`src/rtl/ldl_idx_dec_pkg.sv`:
```
// Shared constants and types for the LDL indexed event decoder.
// The stall counter width and its saturation value live here so other LDL blocks agree on them.
package LDL_pkg;

  localparam int LDL_STALL_CNT_W = 16;
  localparam logic [LDL_STALL_CNT_W-1:0] LDL_STALL_CNT_MAX = '1;

  // What the staged entry does in the current cycle.
  typedef enum logic [1:0] {
    CMT_NONE,
    CMT_SET,
    CMT_OOR,
    CMT_STALL
  } cmt_e;

  function automatic logic [LDL_STALL_CNT_W-1:0] sat_inc(
    input logic [LDL_STALL_CNT_W-1:0] v
  );
    return (v == LDL_STALL_CNT_MAX) ? v : v + 1'b1;
  endfunction

endpackage

```
`src/rtl/ldl_idx_dec_bin2oh.sv`:
```
// Combinational binary index to one-hot decode.
// Indices at or above WIDTH decode to all-zero.
module LDL_bin2oh #(
  parameter int WIDTH = 4,
  localparam int AW = $clog2(WIDTH)
) (
  input  logic [AW-1:0]    idx,
  output logic [WIDTH-1:0] oh
);

  always_comb begin
    oh = '0;
    for (int i = 0; i < WIDTH; i++) begin
      if (idx == AW'(i)) oh[i] = 1'b1;
    end
  end

endmodule

```
`src/rtl/ldl_idx_dec.sv`:
```
// Indexed event decoder: accepted indices set sticky pending bits that the consumer clears.
// Optional stall-cycle counter enabled by defining LDL_IDX_DEC_STALL_CNT_EN.
module ldl_idx_dec
  import LDL_pkg::*;
#(
  parameter int WIDTH = 4,
  localparam int AW = $clog2(WIDTH)
) (
  input  logic                       clk,
  input  logic                       rst,
  input  logic [AW-1:0]              x_idx,
  input  logic                       x_valid,
  output logic                       x_ready,
  input  logic [WIDTH-1:0]           clr,
  output logic [WIDTH-1:0]           y,
  output logic [WIDTH-1:0]           y_pulse,
  output logic                       valid,
  output logic                       err,
  output logic [LDL_STALL_CNT_W-1:0] stall_cnt
);

  logic             s_vld;
  logic [AW-1:0]    s_idx;
  logic [WIDTH-1:0] s_oh;
  logic             s_in_range;
  logic             s_go;
  logic             take;
  cmt_e             cmt;

  LDL_bin2oh #(.WIDTH(WIDTH)) u_dec (
    .idx (s_idx),
    .oh  (s_oh)
  );

  assign s_in_range = ({1'b0, s_idx} < (AW+1)'(WIDTH));

  // A staged entry waits only while its bit is pending and not being cleared this cycle.
  always_comb begin
    cmt = CMT_NONE;
    if (s_vld) begin
      if (!s_in_range)                cmt = CMT_OOR;
      else if (|(s_oh & y & ~clr))    cmt = CMT_STALL;
      else                            cmt = CMT_SET;
    end
  end

  assign s_go    = (cmt == CMT_SET) || (cmt == CMT_OOR);
  assign x_ready = rst || !s_vld || s_go;
  assign take    = x_valid && x_ready;
  assign valid   = |y;

  // Set wins over clear: the committing bit is ORed in after the clear mask.
  always_ff @(posedge clk) begin
    if (rst) begin
      s_vld   <= 1'b0;
      s_idx   <= '0;
      y       <= '0;
      y_pulse <= '0;
      err     <= 1'b0;
    end else begin
      y       <= (y & ~clr) | ((cmt == CMT_SET) ? s_oh : '0);
      y_pulse <= (cmt == CMT_SET) ? s_oh : '0;
      if (cmt == CMT_OOR) err <= 1'b1;
      if (take) begin
        s_vld <= 1'b1;
        s_idx <= x_idx;
      end else if (s_go) begin
        s_vld <= 1'b0;
      end
    end
  end

`ifdef LDL_IDX_DEC_STALL_CNT_EN
  logic [LDL_STALL_CNT_W-1:0] cnt_q;

  always_ff @(posedge clk) begin
    if (rst)                    cnt_q <= '0;
    else if (cmt == CMT_STALL)  cnt_q <= sat_inc(cnt_q);
  end

  assign stall_cnt = cnt_q;
`else
  assign stall_cnt = '0;
`endif

endmodule

```
`config.mk`:
```
export PLATFORM = sky130hd
export DESIGN_NAME = ldl_idx_dec
export DESIGN_NICKNAME = d
export VERILOG_FILES = /design/src/rtl/ldl_idx_dec_pkg.sv /design/src/rtl/ldl_idx_dec_bin2oh.sv /design/src/rtl/ldl_idx_dec.sv
export SDC_FILE = /design/constraint.sdc
export NUM_CORES = 1
export LEC_CHECK = 0
export CORE_MARGIN = 2
export CORE_UTILIZATION = 39
export CTS_BUF_LIST = sky130_fd_sc_hd__clkbuf_4
export DETAILED_ROUTE_END_ITERATION = 7
export PLACE_DENSITY = 0.89
export REMOVE_ABC_BUFFERS = 1
export SETUP_SLACK_MARGIN = 0.1
export SLEW_MARGIN = 15
export SYNTH_ARGS = -nofsm -noshare
export SYNTH_HDL_FRONTEND = slang
export SYNTH_HIERARCHICAL = 1
export SYNTH_SLANG_ARGS = --single-unit
export TNS_END_PERCENT = 100
```
`constraint.sdc`:
```
create_clock -name clk -period 2.1 [get_ports clk]
set_clock_uncertainty 0.15 [all_clocks]
set_input_delay 0.42 -clock clk [delete_from_list [all_inputs] [get_ports clk]]
set_output_delay 0.42 -clock clk [all_outputs]
set_load 0.02 [all_outputs]
```
==> metrics.md, run 1 <==
| Metric | Value |
|---|---|
| Core ar. | `between 1500 and 2000 um^2` |
| Antenna violations before repair | `0` |
| Post-DR vias/cell | `4.59` |
| Arr. time, crit path | `1.32 ns` |
| Final std cells w/o fill | `107` |
| Syn Area/Cell | `10.0 um^2` |
| Status | `finished, final reports clean` |
| Top delay family on crit path | `simple AND/OR/NAND/NOR gates` |
| Seq/Total Area, Yosys | `0.363` |
| Placed cell areas | `827 um^2` |
| Hold endpoint | `err` |
| Total vias in the final route | `491` |
| Initial Util | `0.429` |
| Routed Wire Length | `1.16 mm` |
| HPWL after DPL | `923 um` |
| Critical Path RT | `1.53 ns` |
| Die extent in x | `45.2 um` |
| H-tree levels | `1` |
| Buf/Inv on CP | `1` |
| Die Height | `45.2 um` |
| Initial DRC Count | `8` |
| Post-synthesis cell area | `~660 um^2` |
| Reg2reg path depth | `6` |
| Leakage | `0.000394 uW` |
| FP Rows | `14` |
| Most common cell after layout, fill and taps aside | `conb_1` |
| CTS tree | `yes` |
| Post-CTS Hold Buffers | `0` |
| Slowest CP cell | `dfxtp_2` |
| Final setup violation count | `0` |
| Pre-antenna DRT Iters | `4` |
| First-pass GRT wire length | `1.86 mm` |
| Longest Clk Path Bufs | `2` |
| Worst skew pair latency | `about 0.27 ns` |
| Crit-path most repeated cell | `nand3b_1` |
| CTS Buf Count | `3` |
| Clock transition at the registers of the reported paths | `0.08 ns` |
| Clk sinks | `12` |
| Hold Crit Class | `register to register` |
| PwrDens | `565 nW/um^2` |
| Worst hold stages | `1` |
| P&R area growth vs syn | `29.5%` |
| Worst Setup Slack, final | `0.212 ns` |
| Routability Congestion | `0.778` |
| Number of fill cells in the layout | `145` |
| Port Buffers | `19` |
| Nets@finish | `101` |
| Final Critical Period | `1.89 ns` |
| Die area | `2040 um^2` |
| Flip-flop and latch area | `243 um^2` |
| Gr usage total | `0.131` |
| # diodes | `0` |
| Worst R2R Start | `s_idx[1]` |
| Commonest cells after routing, fill and taps aside | `16 x conb_1, 13 x clkdlybuf4s50_1, 10 x dfxtp_1` |
| Critical path type | `register to output port` |
| Placed cells | `103` |
| RSZ-0062 raised after global routing | `false` |
| Fin crit share | `0.899` |
| R2r setup slk | `0.43 ns` |
| ANT nets after route | `0` |
| Register bit total from synthesis | `12` |
| DRC viols | `0` |
| Pre-CTS setup slack | `-0.358 ns` |
| CP Capture Type | `output port` |
| Largest net degree at the start of global routing | `10` |
| Clk root buf | `clkbuf_4` |
| Cells after Synth | `between 60 and 70` |
| Max rail drop VDD | `0.237 mV` |
| Design Power | `~480 uW` |
| Final Hold Vio Count | `0` |
| Crit-path max cell delay | `roughly 0.35 ns` |
| Yosys warns | `6` |
| Slew Limit Fails | `0` |
| Multi-input logic area | `349 um^2` |
| Grt ovf | `0` |
| Fraction of layout cells with a size suffix above 1 | `0.220` |
| Fmax | `approximately 0.53 GHz` |
| CP Max Fanout | `5` |
| Worst Hold Launch | `err` |
| Total Neg Setup Slack | `0 ns` |
| CP startpoint | `s_idx[1]` |
| Max_cap viols | `0` |
| IO Count | `36` |
| Vias in the first global route | `430` |
| Distinct cells, synth | `19` |
| Fin area | `857 um^2` |
| Critical Path Source Type | `register` |
| Critical path cell sequence | `and2b_2 -> nand3b_1 -> nand4_4 -> nand3b_1 -> buf_6` |
| Avg WL per Cell | `10.9 um` |
| Worst R2R End | `y_pulse[2]` |
[power breakdown]
group,leakage [uW],switching (uW),internal (uW)
clock network,0.0000154,74.2,68.7
logic,0.000281,57.1,42.1
registers,0.0000984,6.68,236
[synthesized netlist by cell type, drive strengths merged]
library cell,instances,area [um^2]
nand4,1,21.3
mux2i,2,20.0
and2,5,32.5
a21oi,1,5.00
buf,17,131
nor2b,4,25.0
and2b,2,16.3
nor3b,5,48.8
nor2,2,7.51
conb,1,3.75
dfxtp,12,240
nand3b,5,37.5
or4,1,7.51
a21o,4,35.0
a211oi,4,30.0
[repair_timing]
action                                  in CTS  in global routing
pin swaps                                    1                  1
cloned                                       0                  0
endpoints found under the setup margin       2                  2
buffers inserted                             0                  0
gates resized for setup                     10                  7
[metrics by stage]
| step | hold slack [ns] | utilization |
|---|---|---|
| 2_1_floorplan | 0.340 | - |
| 3_3_place_gp | 0.309 | 0.537 |
| 3_5_place_dp | 0.309 | 0.537 |
| 4_1_cts | 0.321 | 0.551 |
| 5_1_grt | 0.344 | 0.556 |
| 6_report | 0.319 | 0.556 |
[worst max path at each step]
stage	slack [ns]	endpoint	cells past startpoint
CTS	0.10	x_ready	5
global placement	-0.35	x_ready	5
detailed placement	-0.36	x_ready	5
global route	0.11	x_ready	5
floorplan	0.44	x_ready	4
finish	0.21	x_ready	5
[registers in the layout (all words and copies together) (netlist names)]
name and count:
y_pulse 4, err 1, y 4, s_vld 1, s_idx 2
[kinds of logic (layout without fill, tap and decap cells)]
kind of cell | after synthesis | count (layout) | synth area share
buffers and inverters | 17 | 27 | 0.198
muxes | 2 | 2 | 0.0302
AOI/OAI and AO/OA | 9 | 9 | 0.106
and+or+nand+nor | 25 | 25 | 0.297
DFF | 12 | 12 | 0.363
other | 1 | 16 | 0.00567
[routing by layer]
layer  track usage  share of wire  vias to the layer above
li1              -              -                      247
met1         0.152           0.43                      214
met2         0.206           0.45                       28
met3        0.0520           0.11                        2
met4        0.0706         0.0095                        0
met5             0              0                        -
[final cells by class]
type	instances	share of cell area
Tap cell	16	0.0234
Clock inverter	1	0.00438
Clock buffer	3	0.0263
Multi-Input combinational cell	52	0.407
Timing Repair Buffer	23	0.255
Sequential cell	12	0.283
Power figures use the tool's default switching activity.
==> run 2: changes to the inputs <==
RECOVER_POWER = 25   (was unset)
==> run 2 against run 1 <==
Effect of this change: register-to-register slack worse by 0.13 ns; non-clock buffer count unchanged; first-iteration DRC count did not move; setup slack better by 0.00055 ns; design area decreased by 1.6%; final cell count did not move; largest cell class unchanged; largest power group unchanged; highest routed layer unchanged.
==> metrics.md, run 2 (synthesis results as in run 1) <==
| Metric | Value |
|---|---|
| Status | `finished, final reports clean (unchanged)` |
| Placed cells | `103 (unchanged)` |
| Worst hold stages | `1 (unchanged)` |
| Most common cell after layout, fill and taps aside | `conb_1 (unchanged)` |
| Initial Util | `0.429 (unchanged)` |
| H-tree levels | `1 (unchanged)` |
| Final Hold Vio Count | `0 (unchanged)` |
| DRC viols | `0 (unchanged)` |
| FP Rows | `14 (unchanged)` |
| Critical Path Source Type | `register (unchanged)` |
| Hold Crit Class | `register to register (unchanged)` |
| Die extent in x | `45.2 um (unchanged)` |
| Die area | `2040 um^2 (unchanged)` |
| Worst Setup Slack, final | `0.213 ns (was 0.212 ns)` |
| Final setup violation count | `0 (unchanged)` |
| Largest net degree at the start of global routing | `10 (unchanged)` |
| Initial DRC Count | `8 (unchanged)` |
| Arr. time, crit path | `1.32 ns (about the same)` |
| Post-DR vias/cell | `4.60 (was 4.59)` |
| CP Max Fanout | `5 (unchanged)` |
| Reg2reg path depth | `6 (unchanged)` |
| Pre-CTS setup slack | `-0.358 ns (unchanged)` |
| Grt ovf | `0 (unchanged)` |
| CP Capture Type | `output port (unchanged)` |
| Avg WL per Cell | `10.9 um (about the same)` |
| Post-CTS Hold Buffers | `0 (unchanged)` |
| Worst R2R Start | `s_idx[1] (unchanged)` |
| Critical path type | `register to output port (unchanged)` |
| Pre-antenna DRT Iters | `4 (unchanged)` |
| Hold endpoint | `err (unchanged)` |
| Routed Wire Length | `1.17 mm (was 1.16 mm)` |
| Vias in the first global route | `430 (unchanged)` |
| IO Count | `36 (unchanged)` |
| CTS tree | `yes (unchanged)` |
| Port Buffers | `19 (unchanged)` |
| Core ar. | `1540 um^2 (unchanged)` |
| Largest regs | `y (4), y_pulse (4), s_idx (2) (unchanged)` |
| CTS Buf Count | `3 (unchanged)` |
| Die Height | `45.2 um (unchanged)` |
| Worst skew pair latency | `0.27 ns (about the same)` |
| ANT nets after route | `0 (unchanged)` |
| Fraction of layout cells with a size suffix above 1 | `0.198 (was 0.220)` |
| R2r setup slk | `0.30 ns (was 0.43 ns)` |
| Nets@finish | `101 (unchanged)` |
| Final Critical Period | `1.89 ns (about the same)` |
| Fin crit share | `0.899 (about the same)` |
| Clk sinks | `12 (unchanged)` |
| Commonest cells after routing, fill and taps aside | `16 x conb_1, 13 x clkdlybuf4s50_1, 10 x dfxtp_1 (unchanged)` |
| P&R area growth vs syn | `27.4% (was 29.5%)` |
| Antenna violations before repair | `0 (unchanged)` |
| # diodes | `0 (unchanged)` |
| Design Power | `482 uW (was 484 uW)` |
| Final std cells w/o fill | `107 (unchanged)` |
| Max rail drop VDD | `0.237 mV (about the same)` |
| Gr usage total | `0.131 (unchanged)` |
| Slew Limit Fails | `0 (unchanged)` |
| RSZ-0062 raised after global routing | `false (unchanged)` |
| Worst R2R End | `y[2] (was y_pulse[2])` |
| Max_cap viols | `0 (unchanged)` |
| Placed cell areas | `827 um^2 (unchanged)` |
| Leakage | `0.000387 uW (was 0.000394 uW)` |
| Fin area | `843 um^2 (was 857 um^2)` |
| Worst Hold Launch | `err (unchanged)` |
| PwrDens | `571 nW/um^2 (was 565 nW/um^2)` |
| Longest Clk Path Bufs | `2 (unchanged)` |
| HPWL after DPL | `923 um (unchanged)` |
| Clk root buf | `clkbuf_4 (unchanged)` |
| Clock transition at the registers of the reported paths | `0.08 ns (about the same)` |
| Fmax | `0.530 GHz (about the same)` |
| Routability Congestion | `0.778 (unchanged)` |
| Total vias in the final route | `492 (was 491)` |
| Critical Path RT | `1.53 ns (about the same)` |
| First-pass GRT wire length | `1.86 mm (unchanged)` |
## run 2: cell count changes in the layout (fill, tap and decap cells not counted)
cell / delta
nor3b_4: -1
buf_4: -2
clkbuf_1: +2
nor3b_2: +1
## run 2: what timing repair did
action | 4_1_cts | 5_1_grt
gates resized for setup | 10 | 7
endpoints found under the hold margin | 0 | 0
endpoints found under the setup margin | 2 | 2
pin swaps | 1 | 1
buffers inserted | 0 | 0
## run 2: worst max path at each step
stage / startpoint / cells past startpoint / slack [ns] / to
finish: s_idx[1] / 5 / 0.21 / x_ready
detailed placement: clr[1] / 5 / -0.36 / x_ready
floorplan: s_idx[1] / 4 / 0.44 / x_ready
global route: s_idx[1] / 5 / 0.11 / x_ready
CTS: clr[0] / 5 / 0.10 / x_ready
global placement: clr[0] / 5 / -0.35 / x_ready
## run 2: final cells by class
cell class	instances	area (um^2)
Tap cell	16	20.0
Sequential cell	12	243
Multi-Input combinational cell	52	343
Fill cell	147	698
Clock inverter	1	3.75
Clock buffer	3	22.5
Timing Repair Buffer	23	211
## run 2: critical path: stages, from the launching register on
cell      delay [ns]
dfxtp_2         0.35
and2b_2         0.22
nand3b_1        0.13
nand4_4         0.11
nand3b_1        0.12
buf_6           0.12
## run 2: report_power, final
part / switching [uW] / internal [uW]
logic: 56.6 / 39.8
registers: 6.66 / 236
clock network: 74.2 / 68.7
## run 2: through the flow
stage	util	hold slack, ns	TNS, ns
floorplan	-	0.340	0
global placement	0.537	0.309	-0.346
detailed placement	0.537	0.309	-0.358
CTS	0.551	0.321	0
global route	0.547	0.344	0
finish	0.547	0.319	0
## run 2: layer usage
metal	track usage	vias up	wire length, um
met2	0.206	28	528
met3	0.0520	2	129
met5	0	-	0
met1	0.152	214	499
li1	-	248	-
met4	0.0706	0	11
==> edit 1 (flow settings as in run 1) <==
`WIDTH` is set to 4 in 2 places; all go to 8.
--- a/src/rtl/ldl_idx_dec_bin2oh.sv
+++ b/src/rtl/ldl_idx_dec_bin2oh.sv
@@ -3,3 +3,3 @@
 module LDL_bin2oh #(
-  parameter int WIDTH = 4,
+  parameter int WIDTH = 8,
   localparam int AW = $clog2(WIDTH)
--- a/src/rtl/ldl_idx_dec.sv
+++ b/src/rtl/ldl_idx_dec.sv
@@ -5,3 +5,3 @@
 #(
-  parameter int WIDTH = 4,
+  parameter int WIDTH = 8,
   localparam int AW = $clog2(WIDTH)
Interface: changed (resized clr, x_idx, y and y_pulse); port bits go from 36 to 49. No check against the original RTL was run, so the function may have changed too.
==> edit 1 against run 1 <==
- the run now ends with setup timing left
- via count increased by 100%
- non-clock buffer count increased by 33
- synthesized area increased by 64%
- sequential share of layout area decreased by 1.4 points
- fmax decreased by 22%
- final area increased by 87%
- setup slack got worse by 0.53 ns
- synthesized cell count increased by 71%
- power increased by 63%
- wire length increased by 130%
- global-route usage increased by 3.3 points
- sequential cell count increased by 9
- largest cell class unchanged
- highest routed layer unchanged
==> edit 1: results (changes against run 1) <==
drt-initial-drc-count: 17  # +9
grt_start_max_net_pins: 21  # +11
gr-usage-all-layers: 0.1640  # +0.03299
r2r_cells: 8  # +2
grt_pass1_vias: 949  # +120%
cp_max_fo: 7  # +2
ff2ff_setup_slack_ns: 0.14  # -0.29 ns
timing.hold.ws_ns: 0.3240  # +0.004543 ns
num_vias: 998  # +100%
clkTransAtPathRegs_ns: 0.12  # +0.04 ns
synth_cell_type_count: 28  # +9
synth_compound_area_frac: 0.1064  # +0.0004983
p_switching_w: 0.0002243  # +62%
timing.rr.end: "y_pulse[5]"
nets: 184  # +82%
top_regs: "y x8, y_pulse x8, s_idx x3"
cpPeakStageDelay_ns: 0.39  # +0.04 ns
status: "finished with violations"
violations: "setup timing"
power_leakage_nw: 0.7712  # +96%
clock_latency_ns: 0.31  # +0.04 ns
timing.final.ws_setup_ns: -0.3180  # -0.5301 ns
n_fill_cell: 225  # +55%
dp.cells: 195  # +89%
syn_avg_cell_area_um2: 9.578  # -4.5%
arrival_ns: 1.85  # +0.53 ns
pg_clk_w: 0.000192  # +34%
finalSetupViolCount: 1  # +1
synthTopCellsByCount: "dfxtp_1, buf_4, nor3b_1"
post_drt_wl_per_cell_um: 13.32  # +23%
==> edit 1: changes by cell type after synthesis, sizes merged, moves of 4 or more <==
cell / change
a211oi: -4
a21o: +4
dfxtp: +9
nand2: +4
nand3b: +6
nor3b: +9
or3: +4
==> edit 1: what timing repair did <==
action / CTS / global route
buffers inserted: 0 / 0
hold buffers: 0 / 0
gates resized for setup: 13 / 11
endpoints found under the setup margin: 2 / 12
pin swaps: 0 / 1
cloned: 0 / 1
==> edit 1: routing by layer <==
| metal | global-route usage | part of all wire | vias to the layer above |
|---|---|---|---|
| li1 | - | - | 485 |
| met1 | 0.1841 | 0.40 | 452 |
| met2 | 0.2741 | 0.48 | 47 |
| met3 | 0.02765 | 0.079 | 14 |
| met4 | 0.1224 | 0.045 | 0 |
| met5 | 0 | 0 | - |
==> edit 1: cell type report <==
cell class              count  area share
clock buffers               3     0.01404
well taps                  31     0.02418
repair buffers             56      0.3128
inverters                   2    0.004680
multi-input cells          86      0.3721
flip-flops and latches     21      0.2691
clock inverters             1    0.003120
==> edit 1: stage by stage <==
step / instance area [µm²] / util / setup slack (ns) / total power (W) / setup TNS, ns
final: 1604 / 0.5971 / -0.3180 / 0.0007911 / -0.3180
after global routing: 1604 / 0.5971 / -0.3715 / 0.0008277 / -0.3715
after CTS: 1575 / 0.5864 / -0.3145 / 0.0007957 / -0.3145
after detailed placement: 1530 / 0.5696 / -0.5471 / 0.0005995 / -0.8253
after global placement: 1530 / 0.5696 / -0.5601 / 0.0005938 / -0.5601
after floorplan: 998.5 / - / 0.02923 / 0.0005081 / 0
==> edit 1: logic make-up (layout without fill, tap and decap cells) <==
group,count (synthesis),in the layout
buf+inv,21,62
flops,21,21
compound gates,16,16
other cells,1,16
simple gates,54,54
==> edit 2 (settings of run 1) <==
Made on the original files. Register the output `err` once more, without a reset; this adds one clock of latency there. The other outputs are not delayed to match.
--- a/src/rtl/ldl_idx_dec.sv
+++ b/src/rtl/ldl_idx_dec.sv
@@ -20,2 +20,4 @@
 );
+
+  logic err_s0;
 
@@ -58,3 +60,3 @@
       y_pulse <= '0;
-      err     <= 1'b0;
+      err_s0  <= 1'b0;
     end else begin
@@ -62,3 +64,3 @@
       y_pulse <= (cmt == CMT_SET) ? s_oh : '0;
-      if (cmt == CMT_OOR) err <= 1'b1;
+      if (cmt == CMT_OOR) err_s0 <= 1'b1;
       if (take) begin
@@ -85,2 +87,6 @@
 
+  always_ff @(posedge clk) begin
+    err <= err_s0;
+  end
+
 endmodule
Check against the original RTL: same outputs for any inputs over 10 cycles, from zero or initial values and one cycle with rst high; that may be too few to reach the edited logic, so the function may still have changed.
==> edit 2 against run 1 <==
- power grew 9.0%
- setup slack worse by 0.078 ns
- critical path type is now input pin to output port
- synthesized area rose by 3.0%
- wire length is 3.1% higher
- count of clock-buffer cells in the layout increased by 1
- sequential cell count grew 1
- final area rose by 4.2%
- sequential power grew 8%
==> edit 2: results (changes against run 1) <==
drt-initial-drc-count: 4  # -4
yosysSeqAreaShare: 0.3817  # +0.01870
num_vias: 489  # -0.41%
synthTopCellsByCount: "buf_4, dfxtp_1, nand3b_1"
syn_avg_cell_area_um2: 10.18  # +1.5%
irDropWorstVdd_mv: 0.2065  # -13%
met3_length_um: 106  # -18%
numCtsBuffers: 3  # unchanged
drt-total-wl_um: 1197  # +3.1%
r2r_cells: 7  # +1
status: "finished, final reports clean"
nets: 103  # +2.0%
grt_pass1_vias: 440  # +2.3%
timing.rr.end: "y[2]"
cpPeakStageDelay_ns: 0.42  # +0.07 ns
cp_max_fo: 2  # -3
holdPathStages: 0  # -1
buffer_area_frac: 0.2591  # +0.003629
hold_start: "err_s0"
critPathSlowestCell: "clkdlybuf4s50_1"
grt.met3_usage: 0.02381  # -0.02819
hold_end: "err"
drive_gt1_frac: 0.2258  # +0.006026
grt_pass1_wl_um: 1869  # +0.70%
synth_top_cells_by_area: "dfxtp_1, buf_4, nand3b_1"
seq_area_frac: 0.2927  # +0.009505
final-clk-cell-share: 0.03361  # +0.002957
muxShareOfSynthArea: 0.02936  # -0.0008879
synth_compound_area_frac: 0.1028  # -0.003108
top_layer: "met3"
nClkBuffers: 4  # +1
ys_seq_elements: 13  # +1
critical_path.top_delay_family: "buffers and inverters"
hpwl_um: 930.7  # +0.87%
ff2ff_setup_slack_ns: 0.28  # -0.15 ns
buffers: 24  # +4.3%
h-tree-depth: 1  # unchanged
gp_congestion: 0.7439  # -4.4%
grt_util_met1: 0.1531  # +0.001521
startpoint: "clr[2]"
gr-usage-all-layers: 0.1304  # -0.0006076
layout.cells.non_filler: 110  # +2.8%
n_fill_cell: 158  # +9.0%
[edit 2: stage by stage]
| step | instance area, µm² | setup TNS [ns] | hold slack (ns) | setup WS (ns) |
|---|---|---|---|---|
| 2_1_floorplan | 606.8 | 0 | 0.1735 | 0.4441 |
| 3_3_place_gp | 848.3 | -0.3418 | 0.1828 | -0.3418 |
| 3_5_place_dp | 848.3 | -0.3511 | 0.1839 | -0.3511 |
| 4_1_cts | 873.3 | 0 | 0.2032 | 0.08394 |
| 5_1_grt | 893.4 | 0 | 0.2126 | 0.06906 |
| 6_report | 893.4 | 0 | 0.2006 | 0.1337 |
[edit 2: repair_timing]
item	CTS	global route
pin swaps	0	2
buffers inserted	0	1
gates resized for setup	6	8
hold buffers	0	0
endpoints found under the setup margin	2	2
[edit 2: power by group]
group	switching, W	internal (W)	leakage [nW]
combinational	0.0000574	0.0000442	0.292
sequential	0.00000679	0.000254	0.106
clock	0.0000786	0.0000866	0.0184
